--- src/rtl/seq_divider_gen_if.sv ---
// Register bus for seq_divider_gen.
//   address    : register byte offset
//   write_data : write data, sampled with we on the rising clock edge
//   read_data  : combinational read data for address
//   we / re    : write / read strobes (reads have no side effects)
//   irq        : level interrupt, STATUS.done & CTRL.irq_en
interface seq_divider_gen_if;
  logic [7:0]  address;
  logic [31:0] write_data;
  logic [31:0] read_data;
  logic        we;
  logic        re;
  logic        irq;

  modport master (output address, write_data, we, re, input read_data, irq);
  modport slave  (input address, write_data, we, re, output read_data, irq);
endinterface

--- src/rtl/seq_divider_gen.sv ---
// Sequential restoring divider with a small register file.
//   clk : clock, all state changes on the rising edge
//   rst : asynchronous active-high reset
//   bus : register bus (slave side)
// Map: 0x00 STATUS {ovf,dz,done,busy}, 0x04 DIVIDEND, 0x08 DIVISOR (write
// starts an op), 0x0C QUOTIENT, 0x10 REMAINDER, 0x14 CTRL {irq_en,signed}.
// An op takes WIDTH CALC cycles plus one FIX cycle for sign correction.
module seq_divider_gen #(
  parameter int WIDTH     = 32,
  parameter bit SIGNED_EN = 1
) (
  input  logic             clk,
  input  logic             rst,
  seq_divider_gen_if.slave bus
);
  localparam int CW = $clog2(WIDTH);
  localparam logic [1:0] S_IDLE = 2'd0;
  localparam logic [1:0] S_CALC = 2'd1;
  localparam logic [1:0] S_FIX  = 2'd2;
  localparam logic [WIDTH-1:0] MIN_NEG = {1'b1, {(WIDTH-1){1'b0}}};

  logic [1:0]       state;
  logic [WIDTH-1:0] dvd_r, dvs_r;
  logic [31:0]      quo_r, rem_r;
  logic             ctrl_sgn, ctrl_ie;
  logic             done, dz, ovf;

  // datapath for the op in flight
  logic [WIDTH:0]   acc;     // partial remainder, one guard bit
  logic [WIDTH-1:0] qsh;     // dividend shifting out / quotient shifting in
  logic [WIDTH-1:0] dmag;    // divisor magnitude
  logic [CW-1:0]    cnt;
  logic             q_neg, r_neg, op_sgn, ovf_pend;

  // zero-extend a WIDTH value to the bus width
  function automatic logic [31:0] zext(input logic [WIDTH-1:0] v);
    logic [31:0] r;
    r = '0;
    r[WIDTH-1:0] = v;
    return r;
  endfunction

  // sign-extend when s, else zero-extend
  function automatic logic [31:0] ext(input logic [WIDTH-1:0] v, input logic s);
    logic [31:0] r;
    r = {32{s & v[WIDTH-1]}};
    r[WIDTH-1:0] = v;
    return r;
  endfunction

  logic             busy;
  logic             wr_status, wr_dvd, wr_dvs, wr_ctrl;
  logic [WIDTH-1:0] wd;
  logic             dvd_neg, dvs_neg;
  logic [WIDTH-1:0] dvd_abs, dvs_abs;
  logic [WIDTH:0]   acc_sh, diff;
  logic             take;
  logic [WIDTH-1:0] q_fix, r_fix;

  assign busy      = (state != S_IDLE);
  assign wr_status = bus.we && (bus.address == 8'h00);
  assign wr_dvd    = bus.we && (bus.address == 8'h04);
  assign wr_dvs    = bus.we && (bus.address == 8'h08);
  assign wr_ctrl   = bus.we && (bus.address == 8'h14);
  assign wd        = bus.write_data[WIDTH-1:0];

  // ctrl_sgn can only ever hold 1 when SIGNED_EN, so it is the mode bit
  assign dvd_neg = ctrl_sgn & dvd_r[WIDTH-1];
  assign dvs_neg = ctrl_sgn & wd[WIDTH-1];
  assign dvd_abs = dvd_neg ? -dvd_r : dvd_r;
  assign dvs_abs = dvs_neg ? -wd : wd;

  // restoring step: shift in next dividend bit, subtract if it fits
  assign acc_sh = {acc[WIDTH-1:0], qsh[WIDTH-1]};
  assign diff   = acc_sh - {1'b0, dmag};
  assign take   = ~diff[WIDTH];

  assign q_fix = q_neg ? -qsh : qsh;
  assign r_fix = r_neg ? -acc[WIDTH-1:0] : acc[WIDTH-1:0];

  always_ff @(posedge clk or posedge rst) begin
    if (rst) begin
      state    <= S_IDLE;
      dvd_r    <= '0;
      dvs_r    <= '0;
      quo_r    <= '0;
      rem_r    <= '0;
      ctrl_sgn <= 1'b0;
      ctrl_ie  <= 1'b0;
      done     <= 1'b0;
      dz       <= 1'b0;
      ovf      <= 1'b0;
      acc      <= '0;
      qsh      <= '0;
      dmag     <= '0;
      cnt      <= '0;
      q_neg    <= 1'b0;
      r_neg    <= 1'b0;
      op_sgn   <= 1'b0;
      ovf_pend <= 1'b0;
    end else begin
      case (state)
        S_IDLE: begin
          if (wr_dvd)  dvd_r <= wd;
          if (wr_ctrl) begin
            ctrl_sgn <= SIGNED_EN & bus.write_data[0];
            ctrl_ie  <= bus.write_data[1];
          end
          if (wr_status && bus.write_data[1]) done <= 1'b0;
          if (wr_dvs) begin
            dvs_r <= wd;
            if (wd == '0) begin
              // divide by zero resolves immediately, no CALC
              quo_r <= ext('1, ctrl_sgn);
              rem_r <= ext(dvd_r, ctrl_sgn);
              dz    <= 1'b1;
              done  <= 1'b1;
              ovf   <= 1'b0;
            end else begin
              acc      <= '0;
              qsh      <= dvd_abs;
              dmag     <= dvs_abs;
              q_neg    <= dvd_neg ^ dvs_neg;
              r_neg    <= dvd_neg;
              op_sgn   <= ctrl_sgn;
              // MIN / -1: magnitude path already yields MIN, just flag it
              ovf_pend <= ctrl_sgn && (dvd_r == MIN_NEG) && (wd == '1);
              done     <= 1'b0;
              dz       <= 1'b0;
              ovf      <= 1'b0;
              cnt      <= CW'(WIDTH-1);
              state    <= S_CALC;
            end
          end
        end
        S_CALC: begin
          acc <= take ? diff : acc_sh;
          qsh <= {qsh[WIDTH-2:0], take};
          cnt <= cnt - 1'b1;
          if (cnt == '0) state <= S_FIX;
        end
        S_FIX: begin
          quo_r <= ext(q_fix, op_sgn);
          rem_r <= ext(r_fix, op_sgn);
          ovf   <= ovf_pend;
          done  <= 1'b1;
          state <= S_IDLE;
        end
        default: state <= S_IDLE;
      endcase
    end
  end

  always_comb begin
    bus.read_data = '0;
    case (bus.address)
      8'h00: bus.read_data = {28'd0, ovf, dz, done, busy};
      8'h04: bus.read_data = zext(dvd_r);
      8'h08: bus.read_data = zext(dvs_r);
      8'h0C: bus.read_data = quo_r;
      8'h10: bus.read_data = rem_r;
      8'h14: bus.read_data = {30'd0, ctrl_ie, ctrl_sgn};
      default: bus.read_data = '0;
    endcase
  end

  assign bus.irq = done & ctrl_ie;

  // reads have no side effects; upper write bits beyond WIDTH are don't-care
  logic unused_bus;
  assign unused_bus = &{1'b0, bus.re, bus.write_data};
endmodule

--- src/flat_wrapper.sv ---
// flat-port wrapper written by rule: the top's interface ports become plain ports
module seq_divider_gen_flat 
#(
  parameter int WIDTH     = 32,
  parameter bit SIGNED_EN = 1
)
  (clk, rst, bus_address, bus_write_data, bus_we, bus_re, bus_read_data, bus_irq);
  seq_divider_gen_if bus_i ();
  input  logic clk;
  input  logic rst;
  input wire logic [$bits(bus_i.address)-1:0] bus_address;
  input wire logic [$bits(bus_i.write_data)-1:0] bus_write_data;
  input wire logic [$bits(bus_i.we)-1:0] bus_we;
  input wire logic [$bits(bus_i.re)-1:0] bus_re;
  output wire logic [$bits(bus_i.read_data)-1:0] bus_read_data;
  output wire logic [$bits(bus_i.irq)-1:0] bus_irq;
  assign bus_i.address = bus_address;
  assign bus_i.write_data = bus_write_data;
  assign bus_i.we = bus_we;
  assign bus_i.re = bus_re;
  assign bus_read_data = bus_i.read_data;
  assign bus_irq = bus_i.irq;
  seq_divider_gen #(.WIDTH(WIDTH), .SIGNED_EN(SIGNED_EN)) u_core (.clk(clk), .rst(rst), .bus(bus_i));
endmodule
--- config.mk ---
export PLATFORM = sky130hd
export DESIGN_NAME = seq_divider_gen_flat
export DESIGN_NICKNAME = d
export VERILOG_FILES = /design/src/rtl/seq_divider_gen_if.sv /design/src/rtl/seq_divider_gen.sv /design/src/flat_wrapper.sv
export SDC_FILE = /design/constraint.sdc
export NUM_CORES = 1
export LEC_CHECK = 0
export BUFFER_PORTS_ARGS = -buffer_cell sky130_fd_sc_hd__buf_2
export CORE_MARGIN = 2
export CORE_UTILIZATION = 40
export CTS_CLUSTER_DIAMETER = 60
export DETAILED_ROUTE_END_ITERATION = 6
export SYNTH_ARGS = -nofsm -noshare
export SYNTH_HDL_FRONTEND = slang
export SYNTH_SLANG_ARGS = --single-unit
--- constraint.sdc ---
create_clock -name clk -period 16.1 [get_ports clk]
set_clock_uncertainty 0.1 [all_clocks]
set_input_delay 2.415 -clock clk [delete_from_list [all_inputs] [get_ports clk]]
set_output_delay 2.415 -clock clk [all_outputs]
set_load 0.05 [all_outputs]
Word level (Yosys, flattened, before mapping)
Cells that the tools add are included.
Widths: inputs -> output; s select.
- register bits after elaboration: 239
- bits in latches: 0
- memory bits (writable): 0
- bits in read-only memories: 0
- bits of input ports: 44
- output and inout bits: 33
- logic and storage cells: 97
- memories kept: 0
- add/sub/neg operators: 6
- multipliers: 0
- div/mod/pow operators: 0
- $lt $le $gt $ge: 0
- equal/unequal tests: 14
- shift operators: 0
- multiplexer cells: 31
- bitwise operators: 6
- reduce and logical (&&, ||, !) cells: 23
- operators by type and width (kind ; count):
    $mux 32 ; 13
    $pmux 32 s2 ; 4
    $pmux 32 s6 ; 1
    $neg 32->32 ; 4
    $eq 32x32->1 const B ; 2
    $sub 33x32->33 ; 1
    $logic_not 32->1 ; 1
    $eq 8x4->1 const B ; 2
    $eq 8x5->1 const B ; 2
    $reduce_and 3->1 ; 4
    $mux 5 ; 2
    $pmux 5 s2 ; 1
    $reduce_and 2->1 ; 5
    $eq 8x3->1 const B ; 1
    $logic_not 8->1 ; 1
    $logic_and 1x1->1 ; 7
    $mux 2 ; 3
    $ne 2x1->1 const B ; 3
    $reduce_bool 2->1 ; 3
    $logic_not 5->1 ; 1
    $sub 5x1->5 const B ; 1
    $mux 1 ; 4
    $pmux 1 s2 ; 2
    $pmux 2 s2 ; 1
    8 further kinds ; 11

Depth between registers and ports, before layout
- word-level depth: 6
- mapped depth: 13
- mapped depth without buffers: 12

Least setup slack after synthesis
Ideal clock, no wire load.
- kind: input to output
- start point: in bus_address[5]
- end point: out bus_read_data[2]
- arrival time: 4.127 ns
- required time: 13.585 ns
- path slack: 9.458 ns
- cell stages on the path: 5
- path buffers: 1
- cells stage by stage: or4_1 > nor3_2 > clkbuf_1 > a22oi_1 > nand2_1
- longest elaborated chain between the ends: 2
- elaborated cells on any way between the ends: 7
- classes of those cells: eq/ne: 5; mux: 1; reduce/logical: 1
- RTL lines (what ; line ; RTL):
    start: declaration ; flat_wrapper.sv:11 ; input wire logic [$bits(bus_i.address)-1:0] bus_address;
    $eq 8x5->1, or another cell as far along ; seq_divider_gen.sv:156 ; case (bus.address)
    $pmux 32 s6 (*) ; seq_divider_gen.sv:156 ;
    end: declaration ; flat_wrapper.sv:15 ; output wire logic [$bits(bus_i.read_data)-1:0] bus_read_data;
Mark *: on every way between the ends. The rest lies on a longest branch, timed or not.

Final worst setup path
- start point: in bus_address[5]
- end point: out bus_read_data[0]
Same word-level chain as after synthesis.

==> flow_metrics.py <==
metrics = {
    "run_status": {
        "outcome": "complete, no violations",
    },
    "clock_network": {
        "clockRootBuffer": "clkbuf_16",
        "cts_tree": "done",
        "clk_path_buf_depth": 3,
        "ctsResizeCount": 0,
        "cts_max_level": 1,
        "post_cts_buffers": 0,
        "clock-sinks": 239,
        "clkTransAtPathRegs_ns": 0.06,
        "ctsHoldBuffers": 0,
        "clock_latency_ns": 0.53,
        "numCtsBuffers": 27,
    },
    "logic_synthesis": {
        "syn_area_per_cell_sq_um": 8.51,
        "syn_inst": 1740,
        "yosys-top-cells-area": "dfrtp_1 40%, nand2_1 7.5%, o21ai_0 5.8%",
        "yosysUniqueCellTypes": 74,
        "synth-async-reset-ratio_pct": 100,
        "synthFlopType": "dfrtp_1",
        "synth_top_area_share_pct": 40.4,
        "seq_area_frac_synth_pct": 40.4,
        "yosys_register_bits": 239,
        "syn-cell-area_sq_um": 14800,
        "synth-edff-count": 0,
        "synth_top_area_cell": "dfrtp_1",
        "yosysWarnings": 0,
        "syn_nets": 1824,
    },
    "pwr": {
        "pwr_density_cell_nw_per_um2": 122,
        "total_power_uw": 2000,
        "leakagePower_uw": 0.00729,
        "irDropWorstVdd_v": 0.0000703,
    },
    "detailed_routing": {
        "drt_first_pass_iters": 6,
        "avgRoutedWirePerCell_um": 20.6,
        "drc": 0,
        "postRouteAntennaNets": 0,
        "first_iter_violations": 1039,
        "totalWireLength_mm": 46.1,
        "vias": 12878,
        "viasPerCell": 5.76,
    },
    "floorplanning": {
        "die_area_sq_um": 38600,
        "rows": 70,
        "die_h_um": 196,
        "core-area_sq_um": 36500,
        "start_util_pct": 40.5,
        "fp.dieW_um": 196,
        "pin_count": 77,
    },
    "place": {
        "place_congestion": 0.853,
        "dp_cells": 2186,
        "dp_hpwl_mm": 32.0,
        "io_buffers": 75,
    },
    "setup_path": {
        "crit_fanout": 5,
        "critPathRequiredTime_ns": 13.59,
        "cp-end-kind": "output port",
        "r2r_setup_slack_ns": 11.99,
        "crit_path_start": "bus_address[5]",
        "rr_startpoint": "u_core.qsh[31]",
        "critPathLaunchType": "input port",
        "critical_path_arrival_ns": 4.87,
        "path_class": "input port to output port",
    },
    "timing": {
        "finalSetupViolations": 0,
        "fmax_mhz": 135,
        "finalCritPeriodShare_pct": 45.8,
        "finalCriticalPeriod_ns": 7.38,
        "worst-slew-pin-transition_ns": 1.16,
        "rsz0062_at_grt": "false",
        "timing.final.hold_violations": 0,
        "drv_slew": 0,
        "max-slew-margin-rel_pct": 22.6,
        "tns_ns": 0,
        "whs_ns": 0.378,
    },
    "finish": {
        "layout_commonest_cell": "nand2_1",
        "final_cells": 2235,
        "nNetsFinal": 1831,
        "final_util_pct": 44.7,
        "n_fill_cell": 3627,
        "drive_above_1_share_pct": 11.6,
        "syn_to_final_growth_pct": 10.4,
        "layout_common_cells": "297 x nand2_1, 239 x dfrtp_1, 173 x o21ai_0, 128 x nor2_1, 92 x a21oi_1",
    },
    "hold_path": {
        "hold_class": "register to register",
        "min_from": "u_core.dvs_r[24]",
    },
    "global_routing": {
        "grt_usage_pct": 23.6,
        "first_global_vias": 12698,
        "grt_pass1_wl_mm": 71.7,
        "antenna_found_initial": 2,
        "overflow": 0,
        "grt_max_degree": 114,
    },
    "run": {
        "drv_cap": 0,
    },
}
-- kinds of logic (layout without fill, tap and decap cells) --
logic type	after synthesis	count (layout)	share of synthesized area (%)
flops	239	239	40.4
other cells	0	1	0
fa+ha+maj	40	40	3.43
mux	54	54	3.90
simple gates	599	599	18.4
compound gates	492	492	20.6
xor+xnor	148	148	8.75
buf+inv	168	194	4.62
-- per-layer routing --
| layer | up-vias | track usage [%] | share of wire (%) |
|---|---|---|---|
| li1 | 6154 | - | - |
| met1 | 6277 | 32.2 | 45 |
| met2 | 373 | 39.4 | 47 |
| met3 | 72 | 3.22 | 5.7 |
| met4 | 2 | 6.76 | 2.4 |
| met5 | - | 0 | 0.017 |
-- final timing paths --
kind | endpoint | cells past startpoint
min in group asynchronous | u_core.dvs_r[12] | 2
setup reg to reg | u_core.acc[27] | 12
max in group asynchronous | u_core.acc[13] | 3
hold / removal | u_core.dvs_r[24] | 2
setup / recovery | bus_read_data[0] | 7
hold reg to reg | u_core.dvs_r[24] | 2
-- synth_stat cells (all sizes together), types with 11 or more instances --
library cell and instances:
buf 19, nand2 298, a22oi 62, mux2 30, nor3 30, xnor2 82, or4 15, nor2 131
a31oi 23, o41ai 13, o21ai 177, inv 55, dfrtp 239, a21oi 93, nand2b 14, nand4 18
o31ai 24, o22ai 31, xor2 66, nand3 21, clkbuf 93, or3 24, a21o 11, mux2i 24
ha 39
-- critical path, stage by stage --
cell,delay (ns)
buf_2,0.11
or4_1,0.61
nor3b_1,0.89
o21ai_0,0.24
o21a_1,0.18
nand2_1,0.13
buf_2,0.29
-- area by class of cell --
type	instances	area (sq um)	area share, %
well taps	468	586	3.58
repair buffers	91	495	3.03
multi-input cells	1333	8210	50.2
clock buffers	35	756	4.62
flip-flops and latches	239	5980	36.6
diodes	1	2.50	0.0153
clock inverters	13	100	0.612
inverters	55	214	1.31
-- sequential cells by signal (all words and copies together) (netlist names), 5 cells and up --
signal and count:
u_core.dmag 32, u_core.cnt 5, u_core.rem_r 32, u_core.qsh 32, u_core.dvs_r 32, u_core.dvd_r 32, u_core.quo_r 32, u_core.acc 32
-- report_power, final --
group	switching (uW)	internal (uW)	total (uW)
sequential	120	687	807
clock	253	346	599
combinational	344	247	591
total	718	1280	2000
-- per-stage QoR --
step,area (sq um),setup WS (ns)
finish,16300,8.72
global route,16300,8.63
CTS,16300,8.79
detailed placement,15500,8.81
global placement,15500,8.77
floorplan,14800,7.03
Note: power is estimated with default switching activity, not from simulation.
